### src/rtl/imem_loader_if.sv
// Load-stream and IMEM write bus of the instruction-memory loader.
// The master side feeds bytes and start; the slave side is the loader.
interface imem_loader_if #(
    parameter int ADDR_W = 8
);
    logic              start;
    logic              in_valid;
    logic [7:0]        in_data;
    logic              in_ready;
    logic              imem_we;
    logic [ADDR_W-1:0] imem_addr;
    logic [31:0]       imem_wdata;
    logic              cpu_rst;
    logic              busy;
    logic              done;
    logic              err;

    modport master (
        output start, in_valid, in_data,
        input  in_ready, imem_we, imem_addr, imem_wdata, cpu_rst, busy, done, err
    );

    modport slave (
        input  start, in_valid, in_data,
        output in_ready, imem_we, imem_addr, imem_wdata, cpu_rst, busy, done, err
    );
endinterface

### src/rtl/imem_loader.sv
// Byte-stream IMEM loader: LEN_LO, LEN_HI, then N little-endian words; holds the CPU in reset until done.
// Optional trailing XOR checksum byte enabled by defining IMEM_LOADER_CHECKSUM_EN.
module imem_loader #(
    parameter int ADDR_W = 8
) (
    input  logic         clk,
    input  logic         rst,
    imem_loader_if.slave bus
);
    typedef enum logic [2:0] {
        S_IDLE, S_LEN0, S_LEN1, S_DATA, S_CSUM, S_DONE, S_ERR
    } state_t;

    localparam logic [16:0] CAP = 17'(2 ** ADDR_W);

    state_t            state_q;
    logic [15:0]       len_q;
    logic [16:0]       wcnt_q;
    logic [1:0]        bcnt_q;
    logic [23:0]       shift_q;
    logic              we_q;
    logic [ADDR_W-1:0] addr_q;
    logic [31:0]       wdata_q;
`ifdef IMEM_LOADER_CHECKSUM_EN
    logic [7:0]        csum_q;
`endif

    logic        in_ready_d;
    logic        xfer_d;
    logic [16:0] len_d;
    logic [31:0] word_d;
    logic        last_word_d;

`ifdef IMEM_LOADER_CHECKSUM_EN
    assign in_ready_d = (state_q == S_LEN0) || (state_q == S_LEN1) ||
                        (state_q == S_DATA) || (state_q == S_CSUM);
`else
    assign in_ready_d = (state_q == S_LEN0) || (state_q == S_LEN1) || (state_q == S_DATA);
`endif
    assign xfer_d      = bus.in_valid && in_ready_d;
    assign len_d       = {1'b0, bus.in_data, len_q[7:0]};
    assign word_d      = {bus.in_data, shift_q};
    assign last_word_d = (wcnt_q + 17'd1) == {1'b0, len_q};

    always_ff @(posedge clk) begin
        if (!rst) begin
            state_q <= S_IDLE;
            len_q   <= '0;
            wcnt_q  <= '0;
            bcnt_q  <= '0;
            shift_q <= '0;
            we_q    <= 1'b0;
            addr_q  <= '0;
            wdata_q <= '0;
`ifdef IMEM_LOADER_CHECKSUM_EN
            csum_q  <= '0;
`endif
        end else begin
            we_q <= 1'b0;
            case (state_q)
                S_IDLE, S_DONE, S_ERR: begin
                    if (bus.start) begin
                        state_q <= S_LEN0;
                        wcnt_q  <= '0;
                        bcnt_q  <= '0;
`ifdef IMEM_LOADER_CHECKSUM_EN
                        csum_q  <= '0;
`endif
                    end
                end
                S_LEN0: begin
                    if (xfer_d) begin
                        len_q[7:0] <= bus.in_data;
                        state_q    <= S_LEN1;
                    end
                end
                S_LEN1: begin
                    if (xfer_d) begin
                        len_q[15:8] <= bus.in_data;
                        wcnt_q      <= '0;
                        if (len_d == 17'd0) begin
`ifdef IMEM_LOADER_CHECKSUM_EN
                            state_q <= S_CSUM;
`else
                            state_q <= S_DONE;
`endif
                        end else if (len_d > CAP) begin
                            state_q <= S_ERR;
                        end else begin
                            state_q <= S_DATA;
                        end
                    end
                end
                S_DATA: begin
                    if (xfer_d) begin
`ifdef IMEM_LOADER_CHECKSUM_EN
                        csum_q <= csum_q ^ bus.in_data;
`endif
                        if (bcnt_q == 2'd3) begin
                            // Address/data registers only move on the write edge so they stay stable otherwise.
                            we_q    <= 1'b1;
                            wdata_q <= word_d;
                            addr_q  <= wcnt_q[ADDR_W-1:0];
                            wcnt_q  <= wcnt_q + 17'd1;
                            bcnt_q  <= 2'd0;
                            if (last_word_d) begin
`ifdef IMEM_LOADER_CHECKSUM_EN
                                state_q <= S_CSUM;
`else
                                state_q <= S_DONE;
`endif
                            end
                        end else begin
                            shift_q[{bcnt_q, 3'b000} +: 8] <= bus.in_data;
                            bcnt_q <= bcnt_q + 2'd1;
                        end
                    end
                end
`ifdef IMEM_LOADER_CHECKSUM_EN
                S_CSUM: begin
                    if (xfer_d) begin
                        state_q <= (bus.in_data == csum_q) ? S_DONE : S_ERR;
                    end
                end
`endif
                default: state_q <= S_IDLE;
            endcase
        end
    end

    assign bus.in_ready   = in_ready_d;
    assign bus.busy       = in_ready_d;
    assign bus.imem_we    = we_q;
    assign bus.imem_addr  = addr_q;
    assign bus.imem_wdata = wdata_q;
    assign bus.cpu_rst    = (state_q != S_DONE);
    assign bus.done       = (state_q == S_DONE);
    assign bus.err        = (state_q == S_ERR);
endmodule

### src/flat_wrapper.sv
// flat-port wrapper written by rule: the top's interface ports become plain ports
module imem_loader_flat 
#(
    parameter int ADDR_W = 8
)
  (clk, rst, bus_start, bus_in_valid, bus_in_data, bus_in_ready, bus_imem_we, bus_imem_addr, bus_imem_wdata, bus_cpu_rst, bus_busy, bus_done, bus_err);
  imem_loader_if #(.ADDR_W(ADDR_W)) bus_i ();
  input  logic clk;
  input  logic rst;
  input wire logic [$bits(bus_i.start)-1:0] bus_start;
  input wire logic [$bits(bus_i.in_valid)-1:0] bus_in_valid;
  input wire logic [$bits(bus_i.in_data)-1:0] bus_in_data;
  output wire logic [$bits(bus_i.in_ready)-1:0] bus_in_ready;
  output wire logic [$bits(bus_i.imem_we)-1:0] bus_imem_we;
  output wire logic [$bits(bus_i.imem_addr)-1:0] bus_imem_addr;
  output wire logic [$bits(bus_i.imem_wdata)-1:0] bus_imem_wdata;
  output wire logic [$bits(bus_i.cpu_rst)-1:0] bus_cpu_rst;
  output wire logic [$bits(bus_i.busy)-1:0] bus_busy;
  output wire logic [$bits(bus_i.done)-1:0] bus_done;
  output wire logic [$bits(bus_i.err)-1:0] bus_err;
  assign bus_i.start = bus_start;
  assign bus_i.in_valid = bus_in_valid;
  assign bus_i.in_data = bus_in_data;
  assign bus_in_ready = bus_i.in_ready;
  assign bus_imem_we = bus_i.imem_we;
  assign bus_imem_addr = bus_i.imem_addr;
  assign bus_imem_wdata = bus_i.imem_wdata;
  assign bus_cpu_rst = bus_i.cpu_rst;
  assign bus_busy = bus_i.busy;
  assign bus_done = bus_i.done;
  assign bus_err = bus_i.err;
  imem_loader #(.ADDR_W(ADDR_W)) u_core (.clk(clk), .rst(rst), .bus(bus_i));
endmodule
### config.mk
export PLATFORM = sky130hd
export DESIGN_NAME = imem_loader_flat
export DESIGN_NICKNAME = d
export VERILOG_FILES = /design/src/rtl/imem_loader_if.sv /design/src/rtl/imem_loader.sv /design/src/flat_wrapper.sv
export SDC_FILE = /design/constraint.sdc
export NUM_CORES = 1
export LEC_CHECK = 0
export CORE_AREA = 2 2 119 121
export CTS_BUF_LIST = sky130_fd_sc_hd__clkbuf_8
export CTS_CLUSTER_SIZE = 28
export DETAILED_ROUTE_END_ITERATION = 8
export DIE_AREA = 0 0 121 123
export DONT_BUFFER_PORTS = 1
export PLACE_DENSITY = 0.59
export SETUP_SLACK_MARGIN = 0.3
export SLEW_MARGIN = 20
export SYNTH_ARGS = -nofsm -noshare
export SYNTH_HDL_FRONTEND = slang
export SYNTH_SLANG_ARGS = --single-unit
### constraint.sdc
create_clock -name clk -period 5.5 [get_ports clk]
set_input_delay 1.1 -clock clk [delete_from_list [all_inputs] [get_ports clk]]
set_output_delay 1.1 -clock clk [all_outputs]
set_load 0.02 [all_outputs]
==> results.md <==
- The total number of vias is 4101.
- The commonest non-fill, non-tap cell in the layout is sky130_fd_sc_hd__nand2_1.
- In this run, post-CTS repair resized a total of 0 instances.
- On the final layout, the worst hold slack is 460.8 ps.
- The number of antenna diodes in the final layout is 0.
- Ranked by total cell area, the synthesized netlist is headed by sky130_fd_sc_hd__dfxtp_1 44%, sky130_fd_sc_hd__nand2_1 13%, sky130_fd_sc_hd__a21oi_1 12%.
- For this run the aggregate overflow at the end of global routing stands at 0.
- The number of cells in the finished layout apart from fillers is 776.
- The chip height is 123 um.
- The hold-fix buffer count after cts is 0.
- The largest clock skew in the final design is 12.52 ps.
- The area of combinational cells with multiple inputs is 2405 sq um.
- The number of buffers inserted by port buffering is 0.
- After detailed routing, the total wire length is 12060 um.
- In this run the worst path has a maximum fanout of 15.
- At the end of routability-driven placement, the weighted congestion stood at 0.8278.
- Data arrives at the worst endpoint at 1820 ps.
- Setup repair after global routing left no endpoint under its margin.
- The setup slack on the worst flop-to-flop path is 2620 ps.
- The synthesized area is 4676 sq um.
- The top-area cell type share of the netlist area is 44.10%.
- The post-synthesis cell type with the largest combined area is sky130_fd_sc_hd__dfxtp_1.
- The first global-routing pass estimated 20000 um of wire.
- For this run, the total global-route usage over all layers was measured as 16.90%.
- The number of antenna violations at the first check in global routing came to 0.
- Counting flops with a built-in enable in the synthesized netlist gives 0.
- After detailed routing, the average wire length per cell comes to 15.53 um.
- The clock transition at the register clock pins on the worst setup and hold paths after CTS is 110 ps.
- The clock tree root buffer cell is sky130_fd_sc_hd__clkbuf_8.
- The kind of end point of the critical path is a primary output.
- Each instance of the synthesized netlist takes up on average 7.628 sq um.
- Buffers added to address setup during post-CTS repair amount to 0.
- The run finished with clean final reports.
- The beginning of the critical path is u_core.state_q[0].
- The register area is 2062 sq um.
- The die covers 14880 sq um.
- The H-tree depth is 3.
- The via count of the first global-routing pass is 3968.
- The synthesized net count is 631.
- The share of the clock period used by the worst path after layout is 53.04%.
- In this run the count of I/O pins placed on the die edge is 58.
- The net count of the finished layout is 609.
- The number of synthesis warnings is 0.
- The setup path with the least slack is of type flip-flop to primary output.
- Of all flip-flops after synthesis, the portion carrying an async set or reset was 0%.
- Cells with a size suffix above 1 make up 4.866% of the layout.
- Before antenna repair, the detailed router went through 5 iterations.
- The worst path in the final design needs a cycle of 2917 ps, including I/O delays and setup.
- Measured along the x axis, the die boundary spans 121 um.
- The worst min-delay path category is flip-flop to flip-flop.
- The instance count of the mapped netlist is 613.
- The CTS tree is built.
- The count of nets left with antenna violations once routing finished came out at 0.
- The total count of hold-check failures in the final report is 0.
- The clock sink count is 103.
- The actual transition at the worst max-transition pin is 989.0 ps.
- The clock passes through at most 2 buffers.
- The part of the Yosys area used for sequential elements is 44.10%.
- The number of inserted filler cells in the final layout is 1432.
- For this run, the top clock speed supported by timing is 0.3428 GHz.
- Dividing total power by cell area gives a power density of 322.4 nW/um^2.
- Entering global routing, the biggest net connects 97 pins.
- The core region is 13610 sq um.
- The final standard cell utilization of the core is 36.60%.
- In the routed layout, each cell is associated on average with a via count of 5.285.
- Once the floorplan was initialized, standard cells occupied 34.35% of the core.
- The required time of the critical path is 4400 ps.
- The startpoint identified for the worst register-to-register timing path is u_core.state_q[0].
- The row count is 43.
- The library cells used most frequently in the layout, excluding fill and tap cells, are 160 x sky130_fd_sc_hd__nand2_1, 108 x sky130_fd_sc_hd__a21oi_1, 103 x sky130_fd_sc_hd__dfxtp_1.
- The final HPWL from detailed placement is 8135 um.
- The worst-case vdd ir drop is 0.1606 mV.
- In this run, synthesis produced a sequential element count of 103.
- Headroom to the max-slew limit came out at 34.06%.
- The tool flagged a number of max-cap violations equal to 0.
- The startpoint of the worst hold path is u_core.shift_q[8].
- The DRC marker count from the first detailed-route iteration is 267.
- The leakage power of the design is 1.574 nW.
- STA classifies the critical path startpoint as a flip-flop.
- The clock buffer count from CTS is 9.
- The area growth from synthesis to layout is 6.556%.
- At the later pin of the worst-skew pair, clock insertion delay measures 380 ps.
- The number of pins with negative max-slew slack in the final report is 0.
- Setup violations remaining at the end of the flow were counted as 0.
- The prevailing post-synth register cell is sky130_fd_sc_hd__dfxtp_1.
- The number of distinct library cells after synthesis is 56.
- For this run, design rule violations remaining after detail routing come to 0.
- Summed over all failing endpoints, the final setup total negative slack is 0 ps.
- The post-placement cell count is 760.
==> where the power goes <==
group	total, W	switching (W)	internal (W)
Combinational	0.000319	0.000208	0.000111
Sequential	0.000814	0.0000436	0.000770
Clock	0.000473	0.000283	0.000190
Total	0.00161	0.000534	0.00107
==> Yosys cell counts (4+ instances only) <==
master and number:
sky130_fd_sc_hd__or3_1 4, sky130_fd_sc_hd__nand3_1 28, sky130_fd_sc_hd__nor4_1 5, sky130_fd_sc_hd__a21oi_1 108
sky130_fd_sc_hd__inv_1 14, sky130_fd_sc_hd__clkbuf_1 29, sky130_fd_sc_hd__dfxtp_1 103, sky130_fd_sc_hd__nor2_1 21
sky130_fd_sc_hd__o21ai_0 16, sky130_fd_sc_hd__nor3b_1 5, sky130_fd_sc_hd__nor3_1 10, sky130_fd_sc_hd__xor2_1 8
sky130_fd_sc_hd__buf_2 6, sky130_fd_sc_hd__xnor2_1 13, sky130_fd_sc_hd__nor2b_1 7, sky130_fd_sc_hd__nand4_1 14
sky130_fd_sc_hd__and3_1 5, sky130_fd_sc_hd__nand2_1 160, sky130_fd_sc_hd__ha_1 6
==> kinds of logic after synthesis <==
| logic type | Yosys count | synth area share [%] |
|---|---|---|
| flip-flops | 103 | 44.10 |
| adder cells (fa/ha/maj) | 6 | 1.606 |
| buffers and inverters | 53 | 4.576 |
| AO/OA/AOI/OAI | 156 | 19.24 |
| AND/OR/NAND/NOR | 273 | 26.33 |
| XOR/XNOR | 21 | 3.934 |
| multiplexers | 1 | 0.2141 |
==> registers in the layout (all words and copies together), names as in the netlist <==
name                   flops
u_core.bcnt_q              2
u_core.bus.imem_addr       8
u_core.bus.imem_wdata     32
u_core.bus.imem_we         1
u_core.len_q              16
u_core.shift_q            24
u_core.state_q             3
u_core.wcnt_q             17
==> worst paths after layout <==
check	to	depth (start not counted)
setup reg to reg	u_core.wcnt_q[3]	5
hold / removal	u_core.shift_q[8]	2
hold reg to reg	u_core.shift_q[8]	2
setup / recovery	bus_done	3
==> area by class of cell <==
cell class | count | area share, %
tap | 180 | 4.520
sequential | 103 | 41.39
timing repair buffer | 5 | 0.7534
clock inverter | 6 | 1.180
inverter | 15 | 1.130
clock buffer | 10 | 2.762
multi-input combinational | 457 | 48.27
==> critical path, cell delays in order (launching register included) <==
cell and delay [ps]:
sky130_fd_sc_hd__dfxtp_1 610, sky130_fd_sc_hd__nor2b_1 350, sky130_fd_sc_hd__nand2_1 250, sky130_fd_sc_hd__inv_1 220
==> layer usage <==
layer  track usage, %  share of wire (%)  up-vias
li1                 -                  -     2066
met1            21.15                 45     1934
met2            28.30                 48       86
met3            5.120                5.9       15
met4            4.578                1.4        0
met5                0                  0        -
==> metrics by stage <==
stage	power, W	setup WS (ps)	instance area, sq um
2_1_floorplan	0.001084	3018	4676
3_3_place_gp	0.001142	2485	4786
3_5_place_dp	0.001148	2440	4786
4_1_cts	0.001624	2547	4982
5_1_grt	0.001697	2262	4982
6_report	0.001606	2583	4982
Note: power is estimated with default switching activity, not from simulation.
